**src/rtl/sram_sp_arbiter.sv**
```systemverilog
// sram_sp_arbiter: round-robin arbiter sharing one single-port SRAM wrapper
// among NUM_REQ requesters, with a latency-matched read tag pipeline that
// steers each read response back to its issuer.
//
// Optional feature macro: SRAM_ARB_WR_PRIO_EN
//   defined   -> pending writes win over reads (round-robin among writes)
//   undefined -> pure round-robin regardless of access type
module sram_sp_arbiter #(
  parameter  int unsigned NUM_REQ  = 2,
  parameter  int unsigned DATA_BIT = 64,
  parameter  int unsigned DEPTH    = 512,
  parameter  int unsigned RD_LAT   = 2,
  localparam int unsigned ADDR_BIT = $clog2(DEPTH)
) (
  input  logic                         clk,
  input  logic                         rst,
  input  logic [NUM_REQ-1:0]           req_valid,
  output logic [NUM_REQ-1:0]           req_ready,
  input  logic [NUM_REQ-1:0]           req_wen,
  input  logic [NUM_REQ*ADDR_BIT-1:0]  req_addr,
  input  logic [NUM_REQ*DATA_BIT-1:0]  req_wdata,
  output logic [NUM_REQ-1:0]           rsp_valid,
  output logic [DATA_BIT-1:0]          rsp_rdata,
  output logic [ADDR_BIT-1:0]          sram_addr,
  output logic                         sram_wen,
  output logic                         sram_ren,
  output logic [DATA_BIT-1:0]          sram_wdata,
  input  logic [DATA_BIT-1:0]          sram_rdata
);

  localparam int unsigned PTR_W = $clog2(NUM_REQ);
  // One extra bit so ptr+k can be wrapped modulo a non-power-of-two NUM_REQ.
  localparam int unsigned IDX_W = PTR_W + 1;

  // Round-robin pointer and read tag pipeline state.
  logic [PTR_W-1:0]             ptr_q, ptr_d;
  logic [RD_LAT-1:0]            tag_vld_q, tag_vld_d;
  logic [RD_LAT-1:0][PTR_W-1:0] tag_id_q, tag_id_d;

  // Arbitration result for the current cycle.
  logic [PTR_W-1:0] win_idx_c;
  logic             win_found_c;
  logic             grant_c;
  logic             grant_rd_c;

  // Scan ptr, ptr+1, ... modulo NUM_REQ and pick the first eligible requester.
  always_comb begin : pick_winner
    logic [IDX_W-1:0] sum;
    logic [PTR_W-1:0] idx;
    logic             any_found;
    logic [PTR_W-1:0] any_idx;
`ifdef SRAM_ARB_WR_PRIO_EN
    logic             wr_found;
    logic [PTR_W-1:0] wr_idx;
`endif
    sum       = '0;
    idx       = '0;
    any_found = 1'b0;
    any_idx   = '0;
`ifdef SRAM_ARB_WR_PRIO_EN
    wr_found  = 1'b0;
    wr_idx    = '0;
`endif
    for (int unsigned k = 0; k < NUM_REQ; k++) begin
      sum = IDX_W'(ptr_q) + IDX_W'(k);
      if (sum >= IDX_W'(NUM_REQ)) begin
        sum = sum - IDX_W'(NUM_REQ);
      end
      idx = sum[PTR_W-1:0];
      if (!any_found && req_valid[idx]) begin
        any_found = 1'b1;
        any_idx   = idx;
      end
`ifdef SRAM_ARB_WR_PRIO_EN
      if (!wr_found && req_valid[idx] && req_wen[idx]) begin
        wr_found = 1'b1;
        wr_idx   = idx;
      end
`endif
    end
    win_found_c = any_found;
    win_idx_c   = any_idx;
`ifdef SRAM_ARB_WR_PRIO_EN
    if (wr_found) begin
      win_idx_c = wr_idx;
    end
`endif
  end

  // No grants are issued while reset is asserted.
  assign grant_c    = win_found_c & ~rst;
  assign grant_rd_c = grant_c & ~req_wen[win_idx_c];

  // One-hot grant and SRAM command mux from the winning requester.
  always_comb begin : drive_grant
    req_ready  = '0;
    sram_addr  = '0;
    sram_wdata = '0;
    sram_wen   = 1'b0;
    sram_ren   = 1'b0;
    for (int unsigned i = 0; i < NUM_REQ; i++) begin
      if (grant_c && (win_idx_c == PTR_W'(i))) begin
        req_ready[i] = 1'b1;
        sram_addr    = req_addr[i*ADDR_BIT +: ADDR_BIT];
        sram_wdata   = req_wdata[i*DATA_BIT +: DATA_BIT];
        sram_wen     = req_wen[i];
        sram_ren     = ~req_wen[i];
      end
    end
  end

  // Next pointer and tag pipeline shift; stage 0 captures the read issuer.
  always_comb begin : next_state
    ptr_d     = ptr_q;
    tag_vld_d = '0;
    tag_id_d  = '0;
    if (grant_c) begin
      ptr_d = (win_idx_c == PTR_W'(NUM_REQ - 1)) ? '0 : win_idx_c + PTR_W'(1);
    end
    tag_vld_d[0] = grant_rd_c;
    tag_id_d[0]  = grant_rd_c ? win_idx_c : '0;
    for (int unsigned s = 1; s < RD_LAT; s++) begin
      tag_vld_d[s] = tag_vld_q[s-1];
      tag_id_d[s]  = tag_id_q[s-1];
    end
  end

  // State registers with synchronous reset; reset drops in-flight reads.
  always_ff @(posedge clk) begin
    if (rst) begin
      ptr_q     <= '0;
      tag_vld_q <= '0;
      tag_id_q  <= '0;
    end else begin
      ptr_q     <= ptr_d;
      tag_vld_q <= tag_vld_d;
      tag_id_q  <= tag_id_d;
    end
  end

  // Decode the oldest tag into a one-hot response strobe.
  always_comb begin : drive_rsp
    rsp_valid = '0;
    for (int unsigned i = 0; i < NUM_REQ; i++) begin
      rsp_valid[i] = ~rst & tag_vld_q[RD_LAT-1] &
                     (tag_id_q[RD_LAT-1] == PTR_W'(i));
    end
  end

  assign rsp_rdata = sram_rdata;

endmodule

```
**config.mk**
```make
export PLATFORM = sky130hd
export DESIGN_NAME = sram_sp_arbiter
export DESIGN_NICKNAME = d
export VERILOG_FILES = /design/src/rtl/sram_sp_arbiter.sv
export SDC_FILE = /design/constraint.sdc
export NUM_CORES = 1
export LEC_CHECK = 0
export BUFFER_PORTS_ARGS = -buffer_cell sky130_fd_sc_hd__buf_4
export CORE_AREA = 2 2 141 143
export DETAILED_ROUTE_END_ITERATION = 16
export DIE_AREA = 0 0 143 145
export RECOVER_POWER = 100
export REMOVE_ABC_BUFFERS = 1
export SLEW_MARGIN = 15
export SYNTH_ARGS = -nofsm -noshare
export SYNTH_HDL_FRONTEND = slang
export SYNTH_SLANG_ARGS = --single-unit
```
**constraint.sdc**
```tcl
create_clock -name clk -period 1.4 [get_ports clk]
set_clock_uncertainty 0.2 [all_clocks]
set_input_delay 0.28 -clock clk [delete_from_list [all_inputs] [get_ports clk]]
set_output_delay 0.28 -clock clk [all_outputs]
set_load 0.02 [all_outputs]
```
Yosys cells after proc, flatten, opt, wreduce, memory -nomap -nowiden
Index checks and enable logic that the tools add are counted.
{"block": "word_totals", "latch_bits": 0, "rom_bits": 0, "wordCells": 53, "n_memories": 0, "input_bits": 216, "ff_bits": 5, "out_inout_bits": 143, "ram_bits": 0}
{"block": "op_classes", "add_sub_neg": 4, "n_bitwise": 12, "reduce_logical": 5, "shift": 0, "mul": 0, "n_div": 0, "n_mux": 23, "eq_ne": 0, "magnitude_cmp": 5}
{"operator": "2-to-1 mux 64 bit", "count": 2}
{"operator": "2-to-1 mux 1 bit", "count": 19}
{"operator": "2-to-1 mux 9 bit", "count": 2}
{"operator": "inverter 1 bit", "count": 7}
{"operator": "< comparator 1 x 2 -> 1 bit (second input constant)", "count": 3}
{"operator": "bitwise AND 1 bit", "count": 5}
{"operator": "logical AND 1 bit", "count": 3}
{"operator": "adder 1 x 1 -> 2 bit (second input constant)", "count": 1}
{"operator": "greater-or-equal comparator 1 x 2 -> 1 bit (second input constant)", "count": 1}
{"operator": "greater-or-equal comparator 2 bit (second input constant)", "count": 1}
{"operator": "OR reduction 2 bit", "count": 1}
{"operator": "subtractor 1 bit (second input constant)", "count": 2}
{"operator": "adder 1 bit (second input constant)", "count": 1}
{"operator": "logical NOT 1 bit", "count": 1}

Logic depth before layout (Yosys ltp)
Gate-level depths: netlist of run 1.
{"block": "logic_depth", "word_depth": 14, "depth_mapped": 6, "mapped_depth_nobuf": 3}

Worst setup path before layout of run 1
Ideal clock, no wire load.
{"block": "synth_timing", "path_type": "register -> output", "startpoint": "register ptr_q", "endpoint": "output sram_ren", "path_slack_ns": -0.359, "n_path_buf": 1, "required_ns": 0.920, "path_stages_with_launch": 5, "arrival_ns": 1.279, "cell_sequence": "dfxtp_1 nand2b_1 buf_4 nand2_1 o31ai_1"}
{"block": "synth_via", "elab_chain_len": 12, "elab_cells_between_ends": 23, "classes_between": "3 x add/sub; 2 x order compare; 12 x mux; 2 x bitwise; 4 x reduce/logical"}
{"item": "from (decl)", "line": "36", "text": "logic [PTR_W-1:0] ptr_q, ptr_d;"}
{"item": "from (signal assigned)", "line": "135", "text": "ptr_q <= ptr_d;"}
{"item": "greater-or-equal comparator 1 x 2 -> 1 bit / subtractor 1 bit (equally long branches)", "line": "66, 67"}
{"item": "2-to-1 mux 1 bit", "line": "66", "text": "if (sum >= IDX_W'(NUM_REQ)) begin"}
{"item": "2-to-1 mux 1 bit (not written as such) (2 in series)", "line": "70", "text": "if (!any_found && req_valid[idx]) begin"}
{"item": "2-to-1 mux 1 bit", "line": "70"}
{"item": "logical NOT 1 bit", "line": "70"}
{"item": "logical AND 1 bit", "line": "70"}
{"item": "2-to-1 mux 1 bit", "line": "70"}
{"item": "bitwise AND 1 bit / inverter 1 bit (equally long branches)", "line": "91, 102"}
{"item": "logical AND 1 bit", "line": "102", "text": "if (grant_c && (win_idx_c == PTR_W'(i))) begin"}
{"item": "2-to-1 mux 1 bit", "line": "102"}
{"item": "2-to-1 mux 1 bit (*)", "line": "102"}
{"item": "to (decl)", "line": "26", "text": "output logic sram_ren,"}
Mark *: on every way between the ends. The rest lies on a longest branch, timed or not. The select of a mux whose other input is x is not followed.

Worst setup path after layout of run 1
{"block": "layout_timing", "startpoint": "register ptr_q", "endpoint": "output sram_wdata[62]"}
{"block": "layout_via", "elab_chain_len": 12, "elab_cells_between_ends": 23, "classes_between": "3 x add/sub; 2 x order compare; 12 x mux; 2 x bitwise; 4 x reduce/logical"}
{"item": "greater-or-equal comparator 1 x 2 -> 1 bit / subtractor 1 bit (equally long branches)", "line": "66, 67"}
{"item": "2-to-1 mux 1 bit", "line": "66"}
{"item": "2-to-1 mux 1 bit (not written as such) (2 in series)", "line": "70"}
{"item": "2-to-1 mux 1 bit", "line": "70"}
{"item": "logical NOT 1 bit", "line": "70"}
{"item": "logical AND 1 bit", "line": "70"}
{"item": "2-to-1 mux 1 bit", "line": "70"}
{"item": "bitwise AND 1 bit / inverter 1 bit (equally long branches)", "line": "91, 102"}
{"item": "logical AND 1 bit", "line": "102"}
{"item": "2-to-1 mux 64 bit", "line": "102"}
{"item": "2-to-1 mux 64 bit (*)", "line": "102"}
{"item": "to (decl)", "line": "27", "text": "output logic [DATA_BIT-1:0] sram_wdata,"}
Marks and branches as above.

==> run summary, run 1 <==
Final setup vio count: 77
Initial Util: 0.0931
Placed cell area: 3450 µm²
Clock Latency Late Sink: 0.23 ns
Max-slew violation count: 0
Hold Path Class: in2reg
Fin Hold WS: 0.152 ns
CTS root buf: clkbuf_16
Vias: 2,841
Simple-gate share of the synthesized area: 0.192
Max-Cap Viols: 0
WS Path Type: reg2out
Tot GR Track Use: 0.129
Antenna diodes: 0
Mean Syn Cell Area: 6.70 µm²
Combinational family with the most area after synthesis: compound AO/OA/AOI/OAI gates
Critical path buffers and inverters: 2
Yosys cell types: 17
Core area: 19,200 µm²
Leak Pwr: 0.00171 µW
GR peak layer: met2
DRC Markers: 0
Element type at the critical path end: output pin
Via/cell ratio: 4.08
Rows: 51
Mapped Area: 1790 µm²
Worst VDD drop: 269 µV
DR WL/cell: 21.5 µm
PnR worst setup slack: -0.577 ns
Met3 usage: 0.150
Yosys warns: 0
CP max FO: 8
FF+latch count, synth: 5
Area of the multi-input gates: 1070 µm²
Final #Nets: 649
CTS tree: built
Critical-path top delay cell: dfxtp_2
Critical Path Max Stage Delay: 0.37 ns
Initial antenna violation count: 0
CP Cell Sequence: nand2b_4 -> buf_6 -> a32oi_1 -> nor2_1 -> buf_4
H-tree depth: 1
Die area: 20,700 µm²
Ports: 359
First-pass GRT wire length: 19,300 µm
Post-detail-place hpwl: 12,200 µm
Sequential cell area fraction in the yosys report: 0.0560
Power, Total: 1920 µW
Grt met1 use: 0.125
Post-CTS Hold Fix Bufs: 0
Largest net degree at the start of global routing: 41
CTS Buffer Depth: 2
Num CTS Buffers: 3
Post-place setup slack: -0.445 ns
RD Place Congestion: 0.827
Compound-gate portion of the synthesized area: 0.381
Gr ovfl total: 0
Mux cell area share after synthesis: 0
Vias in the first global route: 2,656
Die W: 143 µm
Share of cells above drive strength 1: 0.627
Violated checks: setup timing
Synth Area in XOR/XNOR: 0
Drt pass-1 iters: 4
Fmax: 0.506 GHz
Clock period minus worst slack: 1.98 ns
CP required: 0.92 ns
Post-DRT Antenna Nets: 0
Crit path arrival time: 1.50 ns
Slew @ Worst Pin: 0.231 ns
Finished Cell Area: 3660 µm²
# port buffers: 230
Element type at the critical path start: register
DRT iter0 DRCs: 112
Relative slew margins: 0.846
Hold Fails Final Rpt: 0
Unrepaired setup endpoints after global routing: true
Clk slew on worst S/H paths: 0.03 ns
Die Y: 145 µm
GR Util met2: 0.176
Setup total negative slack: -39.46 ns
Mapped Cells: 267
Area Growth Syn to Fin: 105%
Adder-Cell Fraction of Synth Area: 0
Pwr dens: 523 nW/µm²
Status: finished, violations left
Worst path top cell family by delay: simple AND/OR/NAND/NOR gates
Final worst path period share: 1.41
Clk sinks: 5
Storage element area: 101 µm²
Final wirelength: 15,000 µm
Fillers: 2,171
[where the power goes]
group | internal (µW) | total (µW) | switching [µW]
Combinational | 671 | 1290 | 621
Sequential | 151 | 156 | 5.18
Clock | 373 | 467 | 93.8
[per-layer routing]
layer	vias up	part of all wire
met5	-	0.021
met4	8	0.0055
met3	14	0.24
met2	296	0.40
met1	1258	0.33
li1	1265	-
[cell usage in the layout (no fill, tap or decap), types with 2 or more instances in the layout]
master     instances
clkbuf_16          4
buf_4            243
dfxtp_1            4
a32oi_2            3
buf_2              2
nor2b_1            3
buf_6              3
nor2_1            76
buf_12             8
nand2_1            2
a32oi_1           71
[cell families (layout without fill, tap and decap cells)]
kind of cell	Yosys count	after routing
buffers and inverters	98	263
AND/OR/NAND/NOR	86	86
flip-flops	5	5
AO/OA/AOI/OAI	78	78
[registers in the layout (all words and copies together), names as in the netlist]
signal     cells
tag_id_q       1
tag_id_d       1
ptr_q          1
tag_vld_q      2
[area by class of cell]
type	count	area share
clock buffers	3	0.0205
well taps	265	0.0906
multi-input cells	164	0.294
flip-flops and latches	5	0.0277
repair buffers	259	0.566
clock inverters	1	0.00137
[worst paths after layout]
check | start | to | slack (ns) | cells after the start
worst max-delay path | ptr_q | sram_wdata[62] | -0.58 | 5
worst max register to register | ptr_q | tag_vld_q[0] | 0.05 | 4
worst min register to register | tag_id_d[1] | tag_id_q[1] | 0.23 | 1
worst min-delay path | req_wen[1] | tag_id_d[1] | 0.15 | 3
[worst register-to-register path, stage by stage (launching register included)]
cell	delay, ns
dfxtp_2	0.37
nand2b_4	0.27
nand2_1	0.12
clkbuf_1	0.13
o31ai_1	0.18
[what timing repair did]
item	CTS	global route
setup buffers	1	3
setup endpoints to repair	78	77
resized for setup	11	6
cloned	1	1
pin swaps	1	0
[cell usage after synthesis]
master,n,area [µm²]
dfxtp_1,5,100
nor2_1,77,289
a211oi_1,1,7.51
buf_1,1,3.75
nor2b_1,3,18.8
and3b_1,1,8.76
buf_4,66,495
nand2_1,2,7.51
clkbuf_1,13,48.8
nor3b_1,1,7.51
buf_6,4,45.0
nand2b_1,1,6.26
nor3_1,1,5.00
buf_2,14,70.1
a32oi_1,74,648
o31ai_1,2,15.0
a21boi_2,1,11.3
[through the flow]
| stage | util | cells |
|---|---|---|
| 5_1_grt | 0.191 | 697 |
| 3_3_place_gp | 0.180 | 687 |
| 4_1_cts | 0.187 | 693 |
| 6_report | 0.191 | 697 |
| 2_1_floorplan | - | 169 |
| 3_5_place_dp | 0.180 | 687 |
No activity file was read; power rests on OpenSTA's default activity.
==> run 2: changes to the inputs <==
Settings changed: BUFFER_PORTS_ARGS -buffer_cell sky130_fd_sc_hd__buf_4 to -buffer_cell sky130_fd_sc_hd__buf_2, CTS_BUF_LIST set to sky130_fd_sc_hd__clkbuf_2 sky130_fd_sc_hd__clkbuf_4 sky130_fd_sc_hd__clkbuf_8.
==> run 2 against run 1 <==
Against the previous run: the run still ends with setup timing left; sequential cell count stayed put; routed wire length is 0.43% lower; hold slack worse by 0.029 ns; first-iteration DRC count is 5.4% higher; largest cell class unchanged; via count is 3.9% higher; sequential power hardly changed; critical endpoint is now sram_wdata[7].
==> run summary, run 2 (synthesized netlist as in run 1, its figures left out) <==
Element type at the critical path end: output pin
Most flop-heavy register: tag_vld_q
Num CTS Buffers: 3 (unchanged)
Vias: 2,951 (+3.9%)
Clk sinks: 5 (unchanged)
Reg2Reg Depth: 5 (+1)
Clk slew on worst S/H paths: 0.04 ns (about the same)
Clock period minus worst slack: 1.96 ns (-0.0157 ns)
Via/cell ratio: 4.19 (+2.7%)
H-tree depth: 1 (unchanged)
Rows: 51 (unchanged)
Largest net degree at the start of global routing: 37 (-9.8%)
Seq pwr share: 0.092 (+0.010)
Post-place setup slack: -0.485 ns (-0.0391 ns)
Crit path arrival time: 1.48 ns (-0.02 ns)
Finished Cell Area: 3510 µm² (-4.2%)
Final setup vio count: 77 (unchanged)
Placed cell area: 2990 µm² (-13%)
CP max FO: 14 (+6)
Initial Util: 0.0931 (unchanged)
Max-slew violation count: 0 (unchanged)
PnR worst setup slack: -0.562 ns (+0.0157 ns)
Die Y: 145 µm (unchanged)
Worst VDD drop: 137 µV (-49%)
Share of cells above drive strength 1: 0.670 (+0.0431)
Drt pass-1 iters: 4 (unchanged)
Fin Hold WS: 0.123 ns (-0.0292 ns)
DRT iter0 DRCs: 118 (+5.4%)
Final wirelength: 14,900 µm (-0.43%)
Final std cells w/o fill: 705 (+1.1%)
Fmax: 0.510 GHz (+0.80%)
Element type at the critical path start: register
WS Path Type: reg2out
Clock Latency Late Sink: 0.22 ns (about the same)
Post-Route Utilization: 0.183 (-0.00801)
CTS root buf: clkbuf_8
Core area: 19,200 µm² (unchanged)
Pint: 954 µW (-20%)
Slew @ Worst Pin: 0.416 ns (+0.185 ns)
Clock group share of total power: 0.156 (-0.088)
Sw power: 743 µW (+3.2%)
Max-Cap Viols: 0 (unchanged)
DR WL/cell: 21.2 µm (-1.6%)
DRC Markers: 0 (unchanged)
Placed cells: 694 (+1.0%)
Status: finished, violations left
Die W: 143 µm (unchanged)
Tot GR Track Use: 0.127 (-0.00258)
First-pass GRT wire length: 18,700 µm (-2.9%)
Max reg flops: 2 (unchanged)
Switching Fraction: 0.438 (+0.0617)
Leak Pwr: 0.00166 µW (-3.0%)
Worst Hold Depth: 2 (-1)
Fillers: 2,139 (-1.5%)
Hold Fails Final Rpt: 0 (unchanged)
Commonest non-fill, non-tap cell in the layout: buf_2
Hold Path Class: in2reg
Post-DRT Antenna Nets: 0 (unchanged)
RD Place Congestion: 0.783 (-5.3%)
Die area: 20,700 µm² (unchanged)
CTS tree: built
Final #Nets: 657 (+1.2%)
Violated checks: setup timing
CP required: 0.92 ns (about the same)
Relative slew margins: 0.722 (-0.123)
CTS Buffer Depth: 2 (unchanged)
Pwr dens: 484 nW/µm² (-7.5%)
Unrepaired setup endpoints after global routing: true
Gr ovfl total: 0 (unchanged)
# port buffers: 230 (unchanged)
Area Growth Syn to Fin: 96.1%
Final worst path period share: 1.40 (-0.0112)
Initial antenna violation count: 0 (unchanged)
Comb pwr share: 0.752 (+0.077)
Antenna diodes: 0 (unchanged)
Ports: 359 (unchanged)
Post-detail-place hpwl: 11,800 µm (-3.6%)
Most frequent cells in the layout: buf_2 (166), nor2_1 (75), buf_4 (73), a32oi_1 (61), buf_6 (14)
Vias in the first global route: 2,709 (+2.0%)
## run 2: cell count changes in the layout (fill, tap and decap cells not counted), sizes merged
cell / change
buf: +9
clkbuf: -1
## run 2: path summary, 6_finish.rpt
check	to	slack (ns)	from
min	tag_id_d[1]	0.12	req_wen[1]
max reg2reg	tag_vld_q[0]	0.01	ptr_q
min reg2reg	tag_vld_q[1]	0.23	tag_vld_q[0]
max	sram_wdata[7]	-0.56	ptr_q
## run 2: layout make-up
cell class                 count  area (µm²)  share of cell area
clock buffer                   3        41.3              0.0118
clock inverter                 1        5.00             0.00143
multi-input combinational    164        1200               0.343
sequential                     5         105              0.0300
tap                          265         332              0.0946
timing repair buffer         267        1820               0.520
## run 2: per-layer routing
layer  vias to the layer above  global-route usage  share of wire
met5                         -               0.120          0.017
met4                         6              0.0173         0.0075
met3                        12               0.132           0.21
met2                       310               0.171           0.40
met1                      1339               0.131           0.37
li1                       1284                   -              -
## run 2: per-stage QoR
step / power (µW) / TNS [ns]
6_report: 1700 / -37.51
5_1_grt: 1810 / -42.79
4_1_cts: 1630 / -38.94
3_5_place_dp: 1240 / -29.85
3_3_place_gp: 1230 / -28.74
2_1_floorplan: 601 / -112.29
## run 2: what timing repair did
action,4_1_cts,5_1_grt
pin swaps,5,11
setup endpoints to repair,81,81
buffers inserted,4,3
cloned,2,2
hold buffers,0,0
gates resized for setup,45,66
## run 2: worst max-delay path: stages, from the launching register on
cell	delay (ns)
dfxtp_4	0.35
nand2b_4	0.18
buf_12	0.17
buf_12	0.14
a32oi_2	0.20
nor2_1	0.06
buf_2	0.15
## run 2: power groups by stage
stage	registers [µW]	clock network [µW]	logic, µW
2_1_floorplan	155	0	445
3_3_place_gp	157	0	1080
3_5_place_dp	157	0	1080
4_1_cts	156	270	1200
5_1_grt	156	288	1360
6_report	155	265	1280
==> run 3: changes to the inputs <==
Settings changed: ABC_AREA set to 1, CORE_AREA 2 2 141 143 to 2 2 140 142, DIE_AREA 0 0 143 145 to 0 0 142 144.
==> run 3 against run 2 <==
Against the previous run: the flow still finishes with violations (setup timing); hold slack better by 0.055 ns; sequential power about the same; via count up 19%; core utilization up 4.8 points; clock-buffer cell count unchanged; largest power group unchanged; cell area up 25%; combinational power up 31%; total power up 24%.
==> run summary, run 3 <==
Die W: 142 µm (-0.70%)
Unrepaired setup endpoints after global routing: true
Final setup vio count: 79 (+2.6%)
Final #Nets: 759 (+16%)
Final std cells w/o fill: 780 (+11%)
Yosys cell types: 18 (+1)
Element type at the critical path end: output pin
Worst path top cell family by delay: buffers and inverters
Initial antenna violation count: 1 (+1)
Leak Pwr: 0.00229 µW (+38%)
Status: finished, violations left
Critical-path top delay cell: dfxtp_2
CTS root buf: clkbuf_8
Post-DRT Antenna Nets: 0 (unchanged)
DRC Markers: 0 (unchanged)
Crit path arrival time: 1.40 ns (-0.08 ns)
Clock period minus worst slack: 1.88 ns (-0.0813 ns)
CTS Buffer Depth: 2 (unchanged)
Rows: 51 (unchanged)
Worst Hold Depth: 3 (+1)
CTS tree: built
Yosys warns: 0 (unchanged)
PnR worst setup slack: -0.480 ns (+0.0813 ns)
R2R setup slack: 0.04 ns (+0.03 ns)
Final wirelength: 18,100 µm (+21%)
Core area: 19,100 µm² (-0.66%)
Initial Util: 0.107 (+0.0137)
CP required: 0.92 ns (about the same)
Post-detail-place hpwl: 12,300 µm (+4.8%)
Slew @ Worst Pin: 0.228 ns (-0.189 ns)
Mapped Area: 2040 µm² (+14%)
Reg2Reg Depth: 8 (+3)
Tot GR Track Use: 0.141 (+0.0140)
Storage element area: 101 µm² (-3.6%)
Main synth FF type: dfxtp_1
R2r startpoint: ptr_q
R2r endpoint: tag_vld_q[0]
Post-Route Utilization: 0.230 (+0.0477)
Via/cell ratio: 4.52 (+7.9%)
FF+latch count, synth: 5 (unchanged)
Area of the multi-input gates: 1470 µm² (+22%)
Critical Path Max Stage Delay: 0.31 ns (-0.04 ns)
Post-place setup slack: -0.492 ns (-0.00705 ns)
DRT iter0 DRCs: 158 (+34%)
CP most frequent cell: nand2_8
WS Path Type: reg2out
Num CTS Buffers: 3 (unchanged)
Mapped Cells: 357 (+34%)
Most flop-heavy register: tag_vld_q
Max-Cap Viols: 0 (unchanged)
Fillers: 2,123 (-0.75%)
Hold-critical path endpoint: tag_vld_q[1]
Clock Latency Late Sink: 0.22 ns (about the same)
Synth area leaders: buf_4 (27%), nand4_1 (23%), nand3_1 (18%)
Setup total negative slack: -33.61 ns (+3.90 ns)
Power, Total: 2100 µW (+24%)
Violated checks: setup timing
Count leader, synth: nand2_1
Hold Path Class: in2reg
Ports: 359 (unchanged)
Mean Syn Cell Area: 5.71 µm² (-15%)
First-pass GRT wire length: 20,800 µm (+11%)
Most frequent cells in the layout: buf_2 (149), nand4_1 (75), buf_6 (61), nand2_1 (50), nand3_1 (48)
Sequential cell area fraction in the yosys report: 0.0491 (-0.00684)
Clk slew on worst S/H paths: 0.04 ns (about the same)
Worst VDD drop: 258 µV (+89%)
Async SR Flop Fraction: 0 (unchanged)
CP Cell Sequence: inv_2 -> nand2_8 -> nand2_8 -> buf_12 -> buf_4 -> nand3_1 -> nand2_2 -> buf_6
Hold Fails Final Rpt: 0 (unchanged)
Vias in the first global route: 2,948 (+8.8%)
Final worst path period share: 1.34 (-0.0580)
Die area: 20,400 µm² (-1.4%)
Share of the synthesized area in the top cell type: 0.273 (-0.0898)
Gr ovfl total: 0 (unchanged)
DR WL/cell: 23.2 µm (+9.7%)
Critical path buffers and inverters: 4 (+1)
# port buffers: 230 (unchanged)
Die Y: 144 µm (-0.69%)
Hold Path Origin: rst
Synth top cells by count: nand2_1 (77), nand3_1 (75), nand4_1 (75)
Commonest non-fill, non-tap cell in the layout: buf_2
Relative slew margins: 0.848 (+0.126)
Pwr dens: 477 nW/µm² (-1.4%)
Placed cells: 752 (+8.4%)
Drt pass-1 iters: 4 (unchanged)
Fmax: 0.532 GHz (+4.3%)
Max-slew violation count: 0 (unchanged)
Largest net degree at the start of global routing: 54 (+46%)
Antenna diodes: 0 (unchanged)
Vias: 3,524 (+19%)
Clk sinks: 5 (unchanged)
Max reg flops: 2 (unchanged)
RD Place Congestion: 0.858 (+9.6%)
Number of synthesized flops with an enable pin: 0 (unchanged)
Share of cells above drive strength 1: 0.653 (-0.0173)
Area Growth Syn to Fin: 116%
CP max FO: 11 (-3)
Yosys top cell by area: buf_4
H-tree depth: 1 (unchanged)
Element type at the critical path start: register
[run 3: worst register-to-register path, stage by stage, from the launching register on]
cell     delay, ns
dfxtp_2       0.32
inv_2         0.05
nand2_8       0.11
nand2_8       0.07
buf_4         0.14
buf_12        0.13
nand3_2       0.09
buf_4         0.10
nand2_1       0.03
[run 3: repair_timing]
| item | CTS | global route |
|---|---|---|
| endpoints found under the setup margin | 80 | 81 |
| pin swaps | 7 | 13 |
| hold buffers | 0 | 0 |
| buffers inserted | 5 | 5 |
| gates resized for setup | 104 | 129 |
| gates cloned | 4 | 10 |
[run 3: power breakdown]
part	switching [µW]	internal, µW	total, µW
Combinational	853	826	1680
Clock	72.9	191	264
Sequential	3.81	151	155
Total	930	1170	2100
[run 3: how the worst max path moves through the flow]
stage / slack, ns / cells past startpoint / start / endpoint
after floorplan: -1.46 / 4 / ptr_q / req_ready[1]
after global placement: -0.47 / 8 / req_valid[0] / sram_wdata[19]
after detailed placement: -0.49 / 7 / req_valid[1] / sram_wdata[59]
after CTS: -0.47 / 8 / ptr_q / sram_wdata[42]
after global routing: -0.54 / 8 / ptr_q / sram_wdata[4]
final: -0.48 / 8 / ptr_q / sram_wdata[30]
[run 3: kinds of logic (layout without fill, tap and decap cells)]
family	Yosys count	after routing	share of synthesized area
simple gates	237	237	0.584
buf+inv	113	298	0.362
flops	5	5	0.0491
compound gates	2	2	0.00491
[run 3: final cells by class]
type,count,area share
Inverter,8,0.00968
Sequential cell,5,0.0231
Clock inverter,1,0.00114
Tap cell,238,0.0678
Multi-Input combinational cell,239,0.334
Timing Repair Buffer,286,0.555
Clock buffer,3,0.00940
[run 3: stage by stage]
step                area, µm²  hold WS [ns]
floorplan                1330         0.151
global placement         3140         0.193
detailed placement       3140         0.198
CTS                      3680         0.173
global route             4390         0.183
finish                   4390         0.178
[run 3: per-layer routing]
metal,part of all wire,vias up,track usage
li1,-,1568,-
met1,0.35,1615,0.146
met2,0.43,316,0.193
met3,0.19,19,0.150
met4,0.0081,6,0.00947
met5,0.015,-,0.115
